<file path="config.mk">
export PLATFORM = sky130hd
export DESIGN_NAME = jtag_uart_wb_flat
export DESIGN_NICKNAME = d
export VERILOG_FILES = /design/src/rtl/jtag_uart_wb_pkg.sv /design/src/rtl/jtag_uart_wb_if.sv /design/src/rtl/jtag_uart_wb.sv /design/src/flat_wrapper.sv
export SDC_FILE = /design/constraint.sdc
export NUM_CORES = 1
export LEC_CHECK = 0
export ABC_AREA = 1
export BUFFER_PORTS_ARGS = -buffer_cell sky130_fd_sc_hd__buf_2
export CAP_MARGIN = 5
export CORE_ASPECT_RATIO = 1.5
export CORE_UTILIZATION = 43
export CTS_CLUSTER_SIZE = 8
export DETAILED_ROUTE_END_ITERATION = 8
export PLACE_DENSITY = 0.84
export SLEW_MARGIN = 5
export SYNTH_ARGS = -nofsm -noshare
export SYNTH_HDL_FRONTEND = slang
export SYNTH_SLANG_ARGS = --single-unit
</file>
<file path="constraint.sdc">
create_clock -name clk -period 3.35 [get_ports clk]
set_clock_uncertainty 0.1 [all_clocks]
set_input_delay 0.67 -clock clk [delete_from_list [all_inputs] [get_ports clk]]
set_output_delay 0.67 -clock clk [all_outputs]
set_load 0.01 [all_outputs]
</file>
<file path="src/rtl/jtag_uart_wb_pkg.sv">
// Shared definitions for the Wishbone front end of the JTAG UART byte FIFOs:
// register offsets, register bit positions and the bus FSM states.
package jtag_uart_wb_pkg;

  localparam logic [1:0] REG_DATA   = 2'd0;
  localparam logic [1:0] REG_STATUS = 2'd1;
  localparam logic [1:0] REG_CTRL   = 2'd2;
  localparam logic [1:0] REG_RSVD   = 2'd3;

  localparam int ST_FULL_BIT     = 0;
  localparam int ST_EMPTY_BIT    = 1;
  localparam int ST_OVF_BIT      = 2;
  localparam int CTRL_RXIE_BIT   = 0;
  localparam int CTRL_TXIE_BIT   = 1;
  localparam int DATA_RVALID_BIT = 15;

  typedef enum logic [1:0] {
    S_IDLE    = 2'd0,
    S_RD_WAIT = 2'd1,
    S_WR_WAIT = 2'd2,
    S_ACK     = 2'd3
  } state_e;

  // DATA read word for a byte actually popped from the RX FIFO.
  function automatic logic [31:0] rx_word(input logic [7:0] b);
    logic [31:0] w;
    w                  = 32'h0;
    w[DATA_RVALID_BIT] = 1'b1;
    w[7:0]             = b;
    return w;
  endfunction

endpackage

</file>
<file path="src/rtl/jtag_uart_wb_if.sv">
// Wishbone-classic 32-bit bus bundle between the CPU (master) and the
// JTAG UART bridge (slave).
interface jtag_uart_wb_if;
  logic        wb_cyc_i;
  logic        wb_stb_i;
  logic        wb_we_i;
  logic [3:0]  wb_adr_i;
  logic [31:0] wb_dat_i;
  logic [31:0] wb_dat_o;
  logic        wb_ack_o;

  modport master (
    output wb_cyc_i, wb_stb_i, wb_we_i, wb_adr_i, wb_dat_i,
    input  wb_dat_o, wb_ack_o
  );

  modport slave (
    input  wb_cyc_i, wb_stb_i, wb_we_i, wb_adr_i, wb_dat_i,
    output wb_dat_o, wb_ack_o
  );
endinterface

</file>
<file path="src/rtl/jtag_uart_wb.sv">
// Wishbone slave bridging a CPU to the JTAG UART byte FIFOs (DATA/STATUS/CTRL).
// Define JTAG_UART_WB_IRQ_EN to enable the CTRL interrupt enables and irq output.
module jtag_uart_wb
  import jtag_uart_wb_pkg::*;
#(
  parameter bit TX_STALL = 1'b1
) (
  input  logic              clk,
  input  logic              rst_n,
  jtag_uart_wb_if.slave     wb,
  output logic [7:0]        uart_data,
  output logic              uart_we,
  output logic              uart_rd,
  input  logic [7:0]        uart_q,
  input  logic              uart_full,
  input  logic              uart_empty,
  output logic              irq
);

  state_e      r_state;
  state_e      w_next;
  logic [31:0] r_dat;
  logic        r_we;
  logic [7:0]  r_data;
  logic        r_ovf;

  logic        w_acc;
  logic [1:0]  w_sel;
  logic        w_rd;
  logic        w_push;
  logic        w_data_ld;
  logic        w_dat_ld;
  logic [31:0] w_dat_nxt;
  logic        w_ovf_set;
  logic        w_ovf_clr;
  logic        w_ctrl_we;
  logic [31:0] w_ctrl_word;

  assign w_acc = (r_state == S_IDLE) & wb.wb_cyc_i & wb.wb_stb_i;
  assign w_sel = wb.wb_adr_i[3:2];

  always_ff @(posedge clk or negedge rst_n) begin
    if (!rst_n) r_state <= S_IDLE;
    else        r_state <= w_next;
  end

  always_comb begin
    w_next = r_state;
    case (r_state)
      S_IDLE: begin
        if (w_acc) begin
          if (w_sel == REG_DATA && !wb.wb_we_i && !uart_empty)
            w_next = S_RD_WAIT;
          else if (w_sel == REG_DATA && wb.wb_we_i && uart_full && TX_STALL)
            w_next = S_WR_WAIT;
          else
            w_next = S_ACK;
        end
      end
      S_RD_WAIT: w_next = S_ACK;
      S_WR_WAIT: if (!uart_full) w_next = S_ACK;
      S_ACK:     w_next = S_IDLE;
      default:   w_next = S_IDLE;
    endcase
  end

  // Every accepted transfer reloads the read word (0 unless a register is read);
  // a non-empty DATA read defers the load to RD_WAIT, when uart_q is valid.
  always_comb begin
    w_rd      = 1'b0;
    w_push    = 1'b0;
    w_data_ld = 1'b0;
    w_dat_ld  = 1'b0;
    w_dat_nxt = 32'h0;
    w_ovf_set = 1'b0;
    w_ovf_clr = 1'b0;
    w_ctrl_we = 1'b0;
    case (r_state)
      S_IDLE: begin
        if (w_acc) begin
          w_dat_ld = 1'b1;
          case (w_sel)
            REG_DATA: begin
              if (wb.wb_we_i) begin
                w_data_ld = 1'b1;
                if (!uart_full)     w_push    = 1'b1;
                else if (!TX_STALL) w_ovf_set = 1'b1;
              end else if (!uart_empty) begin
                w_rd     = 1'b1;
                w_dat_ld = 1'b0;
              end
            end
            REG_STATUS: begin
              if (!wb.wb_we_i) begin
                w_dat_nxt[ST_FULL_BIT]  = uart_full;
                w_dat_nxt[ST_EMPTY_BIT] = uart_empty;
                w_dat_nxt[ST_OVF_BIT]   = r_ovf;
                w_ovf_clr               = 1'b1;
              end
            end
            REG_CTRL: begin
              if (wb.wb_we_i) w_ctrl_we = 1'b1;
              else            w_dat_nxt = w_ctrl_word;
            end
            REG_RSVD: w_dat_nxt = 32'h0;
            default:  w_dat_nxt = 32'h0;
          endcase
        end
      end
      S_RD_WAIT: begin
        w_dat_ld  = 1'b1;
        w_dat_nxt = rx_word(uart_q);
      end
      S_WR_WAIT: if (!uart_full) w_push = 1'b1;
      default: ;
    endcase
  end

  // Overflow set wins over the STATUS read clear in the same cycle.
  always_ff @(posedge clk or negedge rst_n) begin
    if (!rst_n) begin
      r_dat  <= 32'h0;
      r_we   <= 1'b0;
      r_data <= 8'h0;
      r_ovf  <= 1'b0;
    end else begin
      if (w_dat_ld)  r_dat  <= w_dat_nxt;
      if (w_data_ld) r_data <= wb.wb_dat_i[7:0];
      r_we  <= w_push;
      r_ovf <= w_ovf_set | (r_ovf & ~w_ovf_clr);
    end
  end

`ifdef JTAG_UART_WB_IRQ_EN
  logic [1:0] r_ctrl;
  logic       r_irq;

  always_ff @(posedge clk or negedge rst_n) begin
    if (!rst_n) begin
      r_ctrl <= 2'b00;
      r_irq  <= 1'b0;
    end else begin
      if (w_ctrl_we) r_ctrl <= wb.wb_dat_i[1:0];
      r_irq <= (r_ctrl[CTRL_RXIE_BIT] & ~uart_empty) |
               (r_ctrl[CTRL_TXIE_BIT] & ~uart_full);
    end
  end

  assign w_ctrl_word = {30'h0, r_ctrl};
  assign irq         = r_irq;
`else
  assign w_ctrl_word = 32'h0;
  assign irq         = 1'b0;
`endif

  logic w_unused;
  assign w_unused = &{1'b0, wb.wb_adr_i[1:0], wb.wb_dat_i[31:8], w_ctrl_we};

  assign wb.wb_ack_o = (r_state == S_ACK);
  assign wb.wb_dat_o = r_dat;
  assign uart_we     = r_we;
  assign uart_data   = r_data;
  // The pop strobe is combinational on the accept cycle; keep it quiet in reset.
  assign uart_rd     = w_rd & rst_n;

endmodule

</file>
<file path="src/flat_wrapper.sv">
// flat-port wrapper written by rule: the top's interface ports become plain ports
module jtag_uart_wb_flat import jtag_uart_wb_pkg::*;
#(
  parameter bit TX_STALL = 1'b1
)
  (clk, rst_n, uart_data, uart_we, uart_rd, uart_q, uart_full, uart_empty, irq, wb_wb_cyc_i, wb_wb_stb_i, wb_wb_we_i, wb_wb_adr_i, wb_wb_dat_i, wb_wb_dat_o, wb_wb_ack_o);
  jtag_uart_wb_if wb_i ();
  input  logic clk;
  input  logic rst_n;
  output logic [7:0] uart_data;
  output logic uart_we;
  output logic uart_rd;
  input  logic [7:0] uart_q;
  input  logic uart_full;
  input  logic uart_empty;
  output logic irq;
  input wire logic [$bits(wb_i.wb_cyc_i)-1:0] wb_wb_cyc_i;
  input wire logic [$bits(wb_i.wb_stb_i)-1:0] wb_wb_stb_i;
  input wire logic [$bits(wb_i.wb_we_i)-1:0] wb_wb_we_i;
  input wire logic [$bits(wb_i.wb_adr_i)-1:0] wb_wb_adr_i;
  input wire logic [$bits(wb_i.wb_dat_i)-1:0] wb_wb_dat_i;
  output wire logic [$bits(wb_i.wb_dat_o)-1:0] wb_wb_dat_o;
  output wire logic [$bits(wb_i.wb_ack_o)-1:0] wb_wb_ack_o;
  assign wb_i.wb_cyc_i = wb_wb_cyc_i;
  assign wb_i.wb_stb_i = wb_wb_stb_i;
  assign wb_i.wb_we_i = wb_wb_we_i;
  assign wb_i.wb_adr_i = wb_wb_adr_i;
  assign wb_i.wb_dat_i = wb_wb_dat_i;
  assign wb_wb_dat_o = wb_i.wb_dat_o;
  assign wb_wb_ack_o = wb_i.wb_ack_o;
  jtag_uart_wb #(.TX_STALL(TX_STALL)) u_core (.clk(clk), .rst_n(rst_n), .wb(wb_i), .uart_data(uart_data), .uart_we(uart_we), .uart_rd(uart_rd), .uart_q(uart_q), .uart_full(uart_full), .uart_empty(uart_empty), .irq(irq));
endmodule
</file>
==> metrics.yaml <==
status: "finished, final reports clean"
place_congestion: 0.786
synthDistinctLibCells: 19
rsz0062_at_grt: "false"
final_common_cell: "nand2_1"
final_cell_mix: "nand2_1 (49), buf_2 (44), conb_1 (24), dfrtp_1 (21), nand3_1 (10)"
power_density_nw_per_um2: 723
grt_pass1_vias: 832
first_iter_violations: 21
cp.arrival_ns: 1.66
seq_area_frac_synth_pct: 41.3
hold_viol: 0
crit_start: "u_core.r_state[0]$_DFFE_PN0P_"
placed_area_um2: 1440
fin_area_um2: 1480
tns_ns: 0
grt_pass1_wl_mm: 3.44
ant_nets: 0
timing.final.crit_share_pct: 72.7
dr.pass1.iters: 4
synth.cell_area_um2: 1270
grt_antenna_before_repair: 0
pin_count: 95
detail_route.wl_per_cell_um: 9.73
place.port_buffers: 44
fin_crit_ns: 2.43
min_path_type: "input pin to asynchronous set/reset pin"
grt_max_degree: 23
postCtsHoldBufs: 0
syn_to_final_growth_pct: 16.6
start_kind: "flip-flop"
end_kind: "output pin"
maxCapViolCount: 0
h-tree-depth: 1
synth_area_per_cell_um2: 8.36
cts_tree: "yes"
clockRootBuffer: "clkbuf_8"
cts_buffers: 3
drcViolationCount: 0
grt_usage_pct: 14.4
leakage_uw: 0.000901
start_util_pct: 46.5
setup_viol: 0
nNetsFinal: 256
worst-setup-path-type: "flip-flop to output pin"
cts_setup_buffers: 0
core_area_um2: 2730
diodes: 0
cts_sinks: 21
rows: 23
crit_required_ns: 2.58
hold_slack_ns: 0.267
clkLatencyLatePin_ns: 0.25
overflow: 0
drive_gt1_share_pct: 29.3
synth-seq-cells: 21
ctsResizeCount: 0
crit_fanout: 10
cts_buffer_depth: 2
fin_util_pct: 54.2
power.total_uw: 1070
wl_mm: 2.29
ir_drop_mv: 0.352
maxSlewViolCount: 0
vias_per_cell: 4.32
routed-via-count: 1015
hpwl_mm: 1.79
rr_startpoint: "u_core.r_state[1]$_DFFE_PN0P_"
fmax_ghz: 0.411
die_y_um: 68.6
yosysWarnings: 0
cts.clk_slew.worst_paths_ns: 0.08
die-area_um2: 3180
netlist_instances: 152
die_w_um: 46.4
[cell type report]
type	instances	area, um2
clock buffer	3	41.3
clock inverter	1	5.00
fill	281	1250
inverter	9	38.8
multi-input combinational	120	606
sequential	21	526
tap	37	46.3
timing repair buffer	44	220
[metal layers]
layer,vias to the layer above,GRT usage (%),part of all wire (%),wire length (um)
li1,517,-,-,-
met1,458,17.3,43,976
met2,40,26.4,52,1190
met3,0,1.56,5.2,120
met4,0,3.31,0,0
met5,-,0,0,0
[kinds of logic after synthesis]
family / synth area share [%]
and+or+nand+nor: 28.3
buffers and inverters: 17.8
DFF: 41.3
AOI/OAI and AO/OA: 6.30
adders and majority gates: 5.91
other: 0.295
[where the power goes]
part           leakage (uW)  internal (uW)  switching (uW)
combinational      0.000605            192             300
sequential         0.000270            359            56.0
clock             0.0000255           82.7            81.6
[worst max-delay path: stages (launching register included)]
cell and delay (ns):
dfrtp_1 0.44, inv_1 0.13, ha_1 0.23, nand3_4 0.19, clkinv_4 0.12, nand2_1 0.05
nor2_1 0.11, buf_2 0.14
[cell usage after synthesis, drive strengths merged]
cell	n	share of area, %
a21boi	4	2.4
a21oi	2	0.79
inv	7	2.1
clkinv	2	0.98
nor2	12	5.8
o21ai	8	3.1
nand2	53	17
dfrtp	21	41
nand3	11	5.3
buf	25	15
ha	6	5.9
conb	1	0.29
[registers in the layout, indices dropped and copies added (netlist names)]
name and count:
u_core.r_ovf 1, u_core.r_state 2, u_core.uart_data 8, u_core.uart_we 1, u_core.wb.wb_dat_o 9
[metrics by stage]
stage | setup slack (ns) | cells
after floorplan | 1.41 | 175
after global placement | 1.13 | 231
after detailed placement | 1.13 | 231
after CTS | 0.905 | 235
after global routing | 0.770 | 235
final | 0.916 | 235
[worst paths after layout]
path | endpoint | slack, ns | cells past startpoint
setup / recovery | uart_rd | 0.92 | 7
hold / removal | u_core.wb.wb_dat_o[1]$_DFFE_PN0P_ | 0.27 | 1
setup reg to reg | u_core.wb.wb_dat_o[0]$_DFFE_PN0P_ | 1.62 | 5
hold reg to reg | u_core.uart_data[7]$_DFFE_PN0P_ | 0.39 | 2
max in group asynchronous | u_core.uart_data[3]$_DFFE_PN0P_ | 2.55 | 1
min in group clk | u_core.uart_data[7]$_DFFE_PN0P_ | 0.39 | 2
No activity file was read; power rests on OpenSTA's default activity.
